### config.mk
export PLATFORM = sky130hd
export DESIGN_NAME = io_stream_bridge
export DESIGN_NICKNAME = d
export VERILOG_FILES = /design/src/rtl/io_bridge_pkg.sv /design/src/rtl/io_stream_bridge_fifo.sv /design/src/rtl/io_stream_bridge.sv
export SDC_FILE = /design/constraint.sdc
export NUM_CORES = 1
export LEC_CHECK = 0
export CAP_MARGIN = 25
export CORE_AREA = 2 2 198 239
export DETAILED_ROUTE_END_ITERATION = 8
export DIE_AREA = 0 0 200 241
export GPL_TIMING_DRIVEN = 0
export PLACE_DENSITY = 0.83
export SLEW_MARGIN = 15
export SYNTH_ARGS = -nofsm -noshare
export SYNTH_HDL_FRONTEND = slang
export SYNTH_SLANG_ARGS = --single-unit
### constraint.sdc
create_clock -name clk -period 7.27 [get_ports clk]
set_input_delay 2.181 -clock clk [delete_from_list [all_inputs] [get_ports clk]]
set_output_delay 2.181 -clock clk [all_outputs]
set_load 0.01 [all_outputs]
### src/rtl/io_bridge_pkg.sv
// rtl/io_bridge_pkg.sv - status bit map and sizing helpers shared by the I/O stream bridge
package io_bridge_pkg;
  localparam int ST_TXCNT_LSB = 0;
  localparam int ST_RXCNT_LSB = 8;
  localparam int ST_TX_OVF    = 16;
  localparam int ST_TX_BUSY   = 17;
  localparam int ST_RX_OVF    = 18;

  // Never returns 0, so pointer and index widths stay legal for size-1 cases.
  function automatic int clog2(input int value);
    int r;
    r = 0;
    while ((1 << r) < value) r++;
    return (r < 1) ? 1 : r;
  endfunction

  function automatic int bytes_per_word(input int data_w);
    return data_w / 8;
  endfunction

  function automatic logic [7:0] sat8(input int unsigned value);
    return (value > 255) ? 8'd255 : 8'(value);
  endfunction
endpackage

### src/rtl/io_stream_bridge_fifo.sv
// rtl/io_stream_bridge_fifo.sv - synchronous FIFO with registered count and a multi-entry head peek
module sync_fifo
  import io_bridge_pkg::*;
#(
  parameter int WIDTH = 8,
  parameter int DEPTH = 16,
  parameter int PEEK  = 1
) (
  input  logic                      clk,
  input  logic                      rst,
  input  logic                      push,
  input  logic [WIDTH-1:0]          push_data,
  input  logic                      pop,
  input  logic [clog2(DEPTH):0]     pop_count,
  output logic [PEEK*WIDTH-1:0]     head,
  output logic [clog2(DEPTH):0]     count,
  output logic                      full
);
  localparam int AW = clog2(DEPTH);
  localparam int CW = AW + 1;

  logic [WIDTH-1:0] mem [DEPTH];
  logic [AW-1:0]    wr_ptr;
  logic [AW-1:0]    rd_ptr;
  logic             do_push;
  logic             do_pop;

  assign full    = (count == CW'(DEPTH));
  assign do_push = push & ~full;
  // A pop asking for more entries than are stored is ignored rather than underflowing.
  assign do_pop  = pop & (count >= pop_count);

  always_comb begin
    head = '0;
    for (int i = 0; i < PEEK; i++)
      head[i*WIDTH +: WIDTH] = mem[rd_ptr + AW'(i)];
  end

  always_ff @(posedge clk) begin
    if (do_push) mem[wr_ptr] <= push_data;
  end

  always_ff @(posedge clk or posedge rst) begin
    if (rst) begin
      wr_ptr <= '0;
      rd_ptr <= '0;
      count  <= '0;
    end else begin
      if (do_push) wr_ptr <= wr_ptr + 1'b1;
      if (do_pop)  rd_ptr <= rd_ptr + pop_count[AW-1:0];
      count <= count + CW'(do_push) - (do_pop ? pop_count : '0);
    end
  end
endmodule

### src/rtl/io_stream_bridge.sv
// rtl/io_stream_bridge.sv - buffered bridge between the core I/O port and a byte-wide UART stream
module io_stream_bridge
  import io_bridge_pkg::*;
#(
  parameter int DATA_W   = 32,
  parameter int TX_DEPTH = 16,
  parameter int RX_DEPTH = 16,
  parameter int RX_WORD  = 1
) (
  input  logic              clk,
  input  logic              rst,
  input  logic              out_issued,
  input  logic [DATA_W-1:0] out_data,
  output logic              out_stall,
  input  logic              in_issued,
  output logic [DATA_W-1:0] in_data,
  output logic              in_stall,
  output logic [31:0]       status,
  output logic [31:0]       result_bytes,
  input  logic              clr_err,
  output logic [7:0]        tx_data,
  output logic              tx_valid,
  input  logic              tx_ready,
  input  logic [7:0]        rx_data,
  input  logic              rx_valid,
  output logic              rx_ready
);
  localparam int BPW  = bytes_per_word(DATA_W);
  localparam int IW   = clog2(BPW);
  localparam int TCW  = clog2(TX_DEPTH) + 1;
  localparam int RCW  = clog2(RX_DEPTH) + 1;
  localparam int NEED = (RX_WORD != 0) ? BPW : 1;

  logic              tx_push, tx_pop, tx_full, tx_empty;
  logic [DATA_W-1:0] tx_head;
  logic [TCW-1:0]    tx_count;
  logic              loaded, tx_accept, tx_last;
  logic [IW-1:0]     idx;
  logic [DATA_W-1:0] shreg;
  logic              tx_ovf, rx_ovf;
  logic              rx_push, rx_pop, rx_full;
  logic [DATA_W-1:0] rx_head;
  logic [RCW-1:0]    rx_count;

  assign tx_push   = out_issued & ~tx_full;
  assign out_stall = tx_full;
  assign tx_empty  = (tx_count == '0);
  assign tx_valid  = loaded;
  assign tx_data   = shreg[7:0];
  assign tx_accept = loaded & tx_ready;
  assign tx_last   = (idx == IW'(BPW - 1));
  // Reloading on the last byte's handshake keeps the byte stream gap-free across words.
  assign tx_pop    = ~tx_empty & (~loaded | (tx_accept & tx_last));

  sync_fifo #(.WIDTH(DATA_W), .DEPTH(TX_DEPTH), .PEEK(1)) u_tx_fifo (
    .clk       (clk),
    .rst       (rst),
    .push      (tx_push),
    .push_data (out_data),
    .pop       (tx_pop),
    .pop_count (TCW'(1)),
    .head      (tx_head),
    .count     (tx_count),
    .full      (tx_full)
  );

  always_ff @(posedge clk or posedge rst) begin
    if (rst) begin
      loaded       <= 1'b0;
      idx          <= '0;
      shreg        <= '0;
      result_bytes <= '0;
    end else begin
      if (tx_accept) result_bytes <= result_bytes + 32'd1;
      if (tx_pop) begin
        loaded <= 1'b1;
        idx    <= '0;
        shreg  <= tx_head;
      end else if (tx_accept) begin
        if (tx_last) begin
          loaded <= 1'b0;
          idx    <= '0;
          shreg  <= '0;
        end else begin
          idx   <= idx + 1'b1;
          shreg <= shreg >> 8;
        end
      end
    end
  end

  assign rx_ready = ~rx_full;
  assign rx_push  = rx_valid & ~rx_full;
  assign in_stall = (rx_count < RCW'(NEED));
  assign rx_pop   = in_issued & ~in_stall;

  sync_fifo #(.WIDTH(8), .DEPTH(RX_DEPTH), .PEEK(BPW)) u_rx_fifo (
    .clk       (clk),
    .rst       (rst),
    .push      (rx_push),
    .push_data (rx_data),
    .pop       (rx_pop),
    .pop_count (RCW'(NEED)),
    .head      (rx_head),
    .count     (rx_count),
    .full      (rx_full)
  );

  always_comb begin
    in_data = '0;
    if (!in_stall) in_data = (RX_WORD != 0) ? rx_head : DATA_W'(rx_head[7:0]);
  end

  // Sticky errors: a new event in the same cycle as clr_err keeps the bit set.
  always_ff @(posedge clk or posedge rst) begin
    if (rst) begin
      tx_ovf <= 1'b0;
      rx_ovf <= 1'b0;
    end else begin
      if (out_issued & tx_full) tx_ovf <= 1'b1;
      else if (clr_err)         tx_ovf <= 1'b0;
      if (rx_valid & rx_full)   rx_ovf <= 1'b1;
      else if (clr_err)         rx_ovf <= 1'b0;
    end
  end

  always_comb begin
    status = '0;
    status[ST_TXCNT_LSB +: 8] = sat8(32'(tx_count));
    status[ST_RXCNT_LSB +: 8] = sat8(32'(rx_count));
    status[ST_TX_OVF]         = tx_ovf;
    status[ST_TX_BUSY]        = loaded | ~tx_empty;
    status[ST_RX_OVF]         = rx_ovf;
  end
endmodule
==> metrics.csv <==
stage;metric;value;unit
worst_setup_path;crit path launch type;flop;
pwr;total power;13.09;mW
timing;max-slew violations;0;
placement;Setup WS pre-CTS;2450;ps
placement;GPL Wtd Cong;0.7769;
cts;worst-skew pair later-pin latency;620;ps
cts;number of clock sinks;733;
floorplanning;Rows;86;
logic_synthesis;Cell Area, Synth;28960;um^2
cts;total CTS buffers;68;
logic_synthesis;post-synth cell types;53;
worst_setup_path;CP Capture Type;primary output;
worst_hold_path;Hold Path Sink;result_bytes[31];
detailed_routing;DRC Markers;0;
run;Max-Cap Viols;0;
logic_synthesis;Post-synth EDFFs;640;
cts;# resized after CTS;0;
worst_setup_path;R2R setup slack;4110;ps
cts;H-Tree Depth;3;
pwr;Seq pwr share;40.8;%
timing;Tmin final;5208;ps
worst_setup_path;RR Endpoint;u_tx_fifo.mem[15][10];
floorplanning;die area;48200;um^2
timing;period utilisation layout;71.64;%
worst_setup_path;CP Max Fanout;10;
detailed_routing;total number of vias;15260;
layout;Layout area overhead;17.80;%
worst_setup_path;crit-path max cell delay;630;ps
cts;hold_buf cts;0;
detailed_routing;Total Wirelength;68230;um
cts;CTS root buffer;clkbuf_16;
timing;final hold viol count;0;
worst_hold_path;hold_sp;result_bytes[31];
global_routing;first-pass GRT wire length;99930;um
global_routing;number of global-route vias before repair;15500;
detailed_routing;vias per inst;6.519;
timing;Setup Skew;33.57;ps
worst_setup_path;Crit Path Class;flop to primary output;
worst_setup_path;RR Startpoint;u_tx_fifo.count[2];
layout;fraction of layout cells with a size suffix above 1;23.40;%
worst_setup_path;Crit path max-delay family;buffers and inverters;
floorplanning;I/O pins;155;
cts;clk buf depth;3;
placement;hpwl dp;41810;um
logic_synthesis;Mapped Avg Cell Area;20.57;um^2
global_routing;largest net degree at the start of global routing;50;
worst_setup_path;CP bufs+invs;3;
worst_setup_path;Slowest-stage cell, CP;a21boi_1;
logic_synthesis;Ys Warns;0;
logic_synthesis;Synth area leader;edfxtp_1;
timing;Least-Margin Pin Slew;1075;ps
logic_synthesis;Area contributors post-synth;edfxtp_1 66%, mux4_2 12%, dfrtp_1 8.0%, mux2i_1 2.2%, ha_1 1.2%;
global_routing;all-layer global routing usage;29.48;%
timing;Slew headroom;28.32;%
pwr;clock share of power;28.6;%
cts;clock slew at reported path FFs;60;ps
detailed_routing;routed wire length per instance;29.16;um
worst_setup_path;worst-case reg-to-reg path depth;8;
logic_synthesis;ys flop type;edfxtp_1;
cts;TritonCTS clock tree;done;
detailed_routing;Final ANT Viol Nets;0;
logic_synthesis;Async SR Flop Fraction;12.69;%
logic_synthesis;Synth top area share;66.35;%
floorplanning;Die Width;200;um
pwr;combinational cell fraction of total power;30.6;%
pwr;Sw Pwr;3.917;mW
floorplanning;Die Ht;241;um
pwr;VDD IR max;236.8;uV
logic_synthesis;register area share after synthesis;74.39;%
timing;RSZ-0062 raised after global routing;false;
status;outcome;completed;
worst_hold_path;hold path depth;1;
placement;PortBufs;134;
global_routing;GRT Residual Overflow;0;
global_routing;initial antenna violation count;0;
worst_hold_path;worst min path class;flop to flop;
floorplanning;core box area;45730;um^2
layout;Final Net Count;1743;
worst_setup_path;Worst EP arrival;3030;ps
detailed_routing;Pre-antenna DRT Iters;5;
pwr;internal power;9.175;mW
worst_setup_path;CP Cell Sequence;inv_1, ha_1, a21boi_1, clkbuf_1, nor2b_1, clkdlybuf4s50_1;
logic_synthesis;flops & latches, synth;733;
timing;endpoints failing setup;0;
worst_setup_path;Worst Path Required;5090;ps
logic_synthesis;synthesized instance count;1408;
timing;Final WS setup;2062;ps
pwr;Sw Share;29.92;%
floorplanning;initial core utilization;63.34;%
timing;hold slack;486.6;ps
cts;post-CTS setup buffer count;0;
layout;final design utilization;74.61;%
pwr;P_leak;11.70;nW
timing;fmax;192.0;MHz
pwr;pwr/cell area;383.7;nW/um^2
detailed_routing;DR iter-0 viols;1694;
==> kinds of logic after synthesis <==
kind of cell    synth area share, %
flops                         74.39
mux                           14.90
simple gates                  3.370
buf+inv                       2.614
compound gates                1.987
xor+xnor                      1.451
fa+ha+maj                     1.279
other cells                 0.01295
==> worst reg2reg max path, cell delays in order, from the launching register on <==
cell,delay (ps)
dfrtp_1,370
inv_1,90
ha_1,250
and4bb_4,230
nor2b_1,240
buf_2,270
nand3_1,360
nor2_4,760
buf_12,280
==> sequential cells by signal, indices dropped and copies added (netlist names), 2 cells and up <==
signal / cells
u_tx_fifo.mem: 512
u_rx_fifo.mem: 128
result_bytes: 32
shreg: 32
u_rx_fifo.count: 5
u_tx_fifo.count: 5
u_rx_fifo.wr_ptr: 4
u_tx_fifo.rd_ptr: 4
u_tx_fifo.wr_ptr: 4
idx: 2
u_rx_fifo.rd_ptr: 2
==> final cells by class <==
cell class,count,area [um^2]
Timing Repair Buffer,171,1897
Clock inverter,40,526.8
Fill cell,2377,11610
Multi-Input combinational cell,568,6794
Buffer,97,651.9
Antenna cell,2,5.005
Clock buffer,85,1818
Inverter,28,110.1
Sequential cell,733,21550
Tap cell,616,770.7
==> power groups by stage <==
stage / sequential [mW] / clock, mW / combinational, mW
after floorplan: 5.35 / 0 / 2.50
after global placement: 5.41 / 0 / 3.71
after detailed placement: 5.41 / 0 / 3.94
after CTS: 5.34 / 3.78 / 4.02
after global routing: 5.37 / 3.94 / 4.25
final: 5.35 / 3.74 / 4.00
==> stage by stage <==
| step | cell area (um^2) | TNS, ps | instances |
|---|---|---|---|
| 6_report | 34120 | 0 | 2340 |
| 5_1_grt | 34110 | 0 | 2338 |
| 4_1_cts | 34110 | 0 | 2338 |
| 3_5_place_dp | 31770 | 0 | 2213 |
| 3_3_place_gp | 31140 | -162780 | 2176 |
| 2_1_floorplan | 29030 | 0 | 1426 |
==> Yosys cell counts, types with 3 or more instances <==
cell type  number
nand3_1        13
a21oi_1         3
nand4_1        18
xnor2_1        40
xor2_1          8
o221ai_1       32
buf_6           6
buf_2          24
buf_4          43
nand2b_1        6
nor3_1          9
mux2_1          3
edfxtp_1      640
clkbuf_1       17
nor2_1         27
nor2b_1        34
dfrtp_1        93
nand2_1        31
buf_1           3
mux2i_1        64
and2_1         11
mux4_2        156
inv_1          28
and3_1          7
ha_1           28
a22oi_1        24
o21ai_1         6
mux4_1          4
==> placed cells by master, fill, tap and decap left out, types with 32 or more instances in the layout <==
cell type | synthesis | routed
edfxtp_1 | 640 | 640
xnor2_1 | 40 | 40
clkbuf_16 | 0 | 70
nor2b_1 | 34 | 34
mux4_2 | 156 | 156
buf_4 | 43 | 56
clkdlybuf4s50_1 | 0 | 134
mux2i_1 | 64 | 64
dfrtp_1 | 93 | 93
o221ai_1 | 32 | 32
==> how the worst max path moves through the flow <==
stage | start | end | cells after the start
2_1_floorplan | out_issued | u_tx_fifo.mem[7][0] | 4
3_3_place_gp | out_issued | u_tx_fifo.mem[4][9] | 5
3_5_place_dp | rx_valid | u_rx_fifo.mem[3][5] | 6
4_1_cts | u_rx_fifo.count[3] | in_data[12] | 6
5_1_grt | u_rx_fifo.count[3] | in_data[9] | 6
6_report | u_rx_fifo.count[3] | in_data[12] | 6
==> metal layers <==
metal | global-route usage (%) | wire (um) | part of all wire (%)
met4 | 15.71 | 3534 | 5.2
met2 | 49.40 | 34900 | 51
met1 | 36.51 | 23310 | 34
met5 | 0.1029 | 0 | 0
met3 | 6.051 | 6483 | 9.5
(Power assumes the default switching activity.)
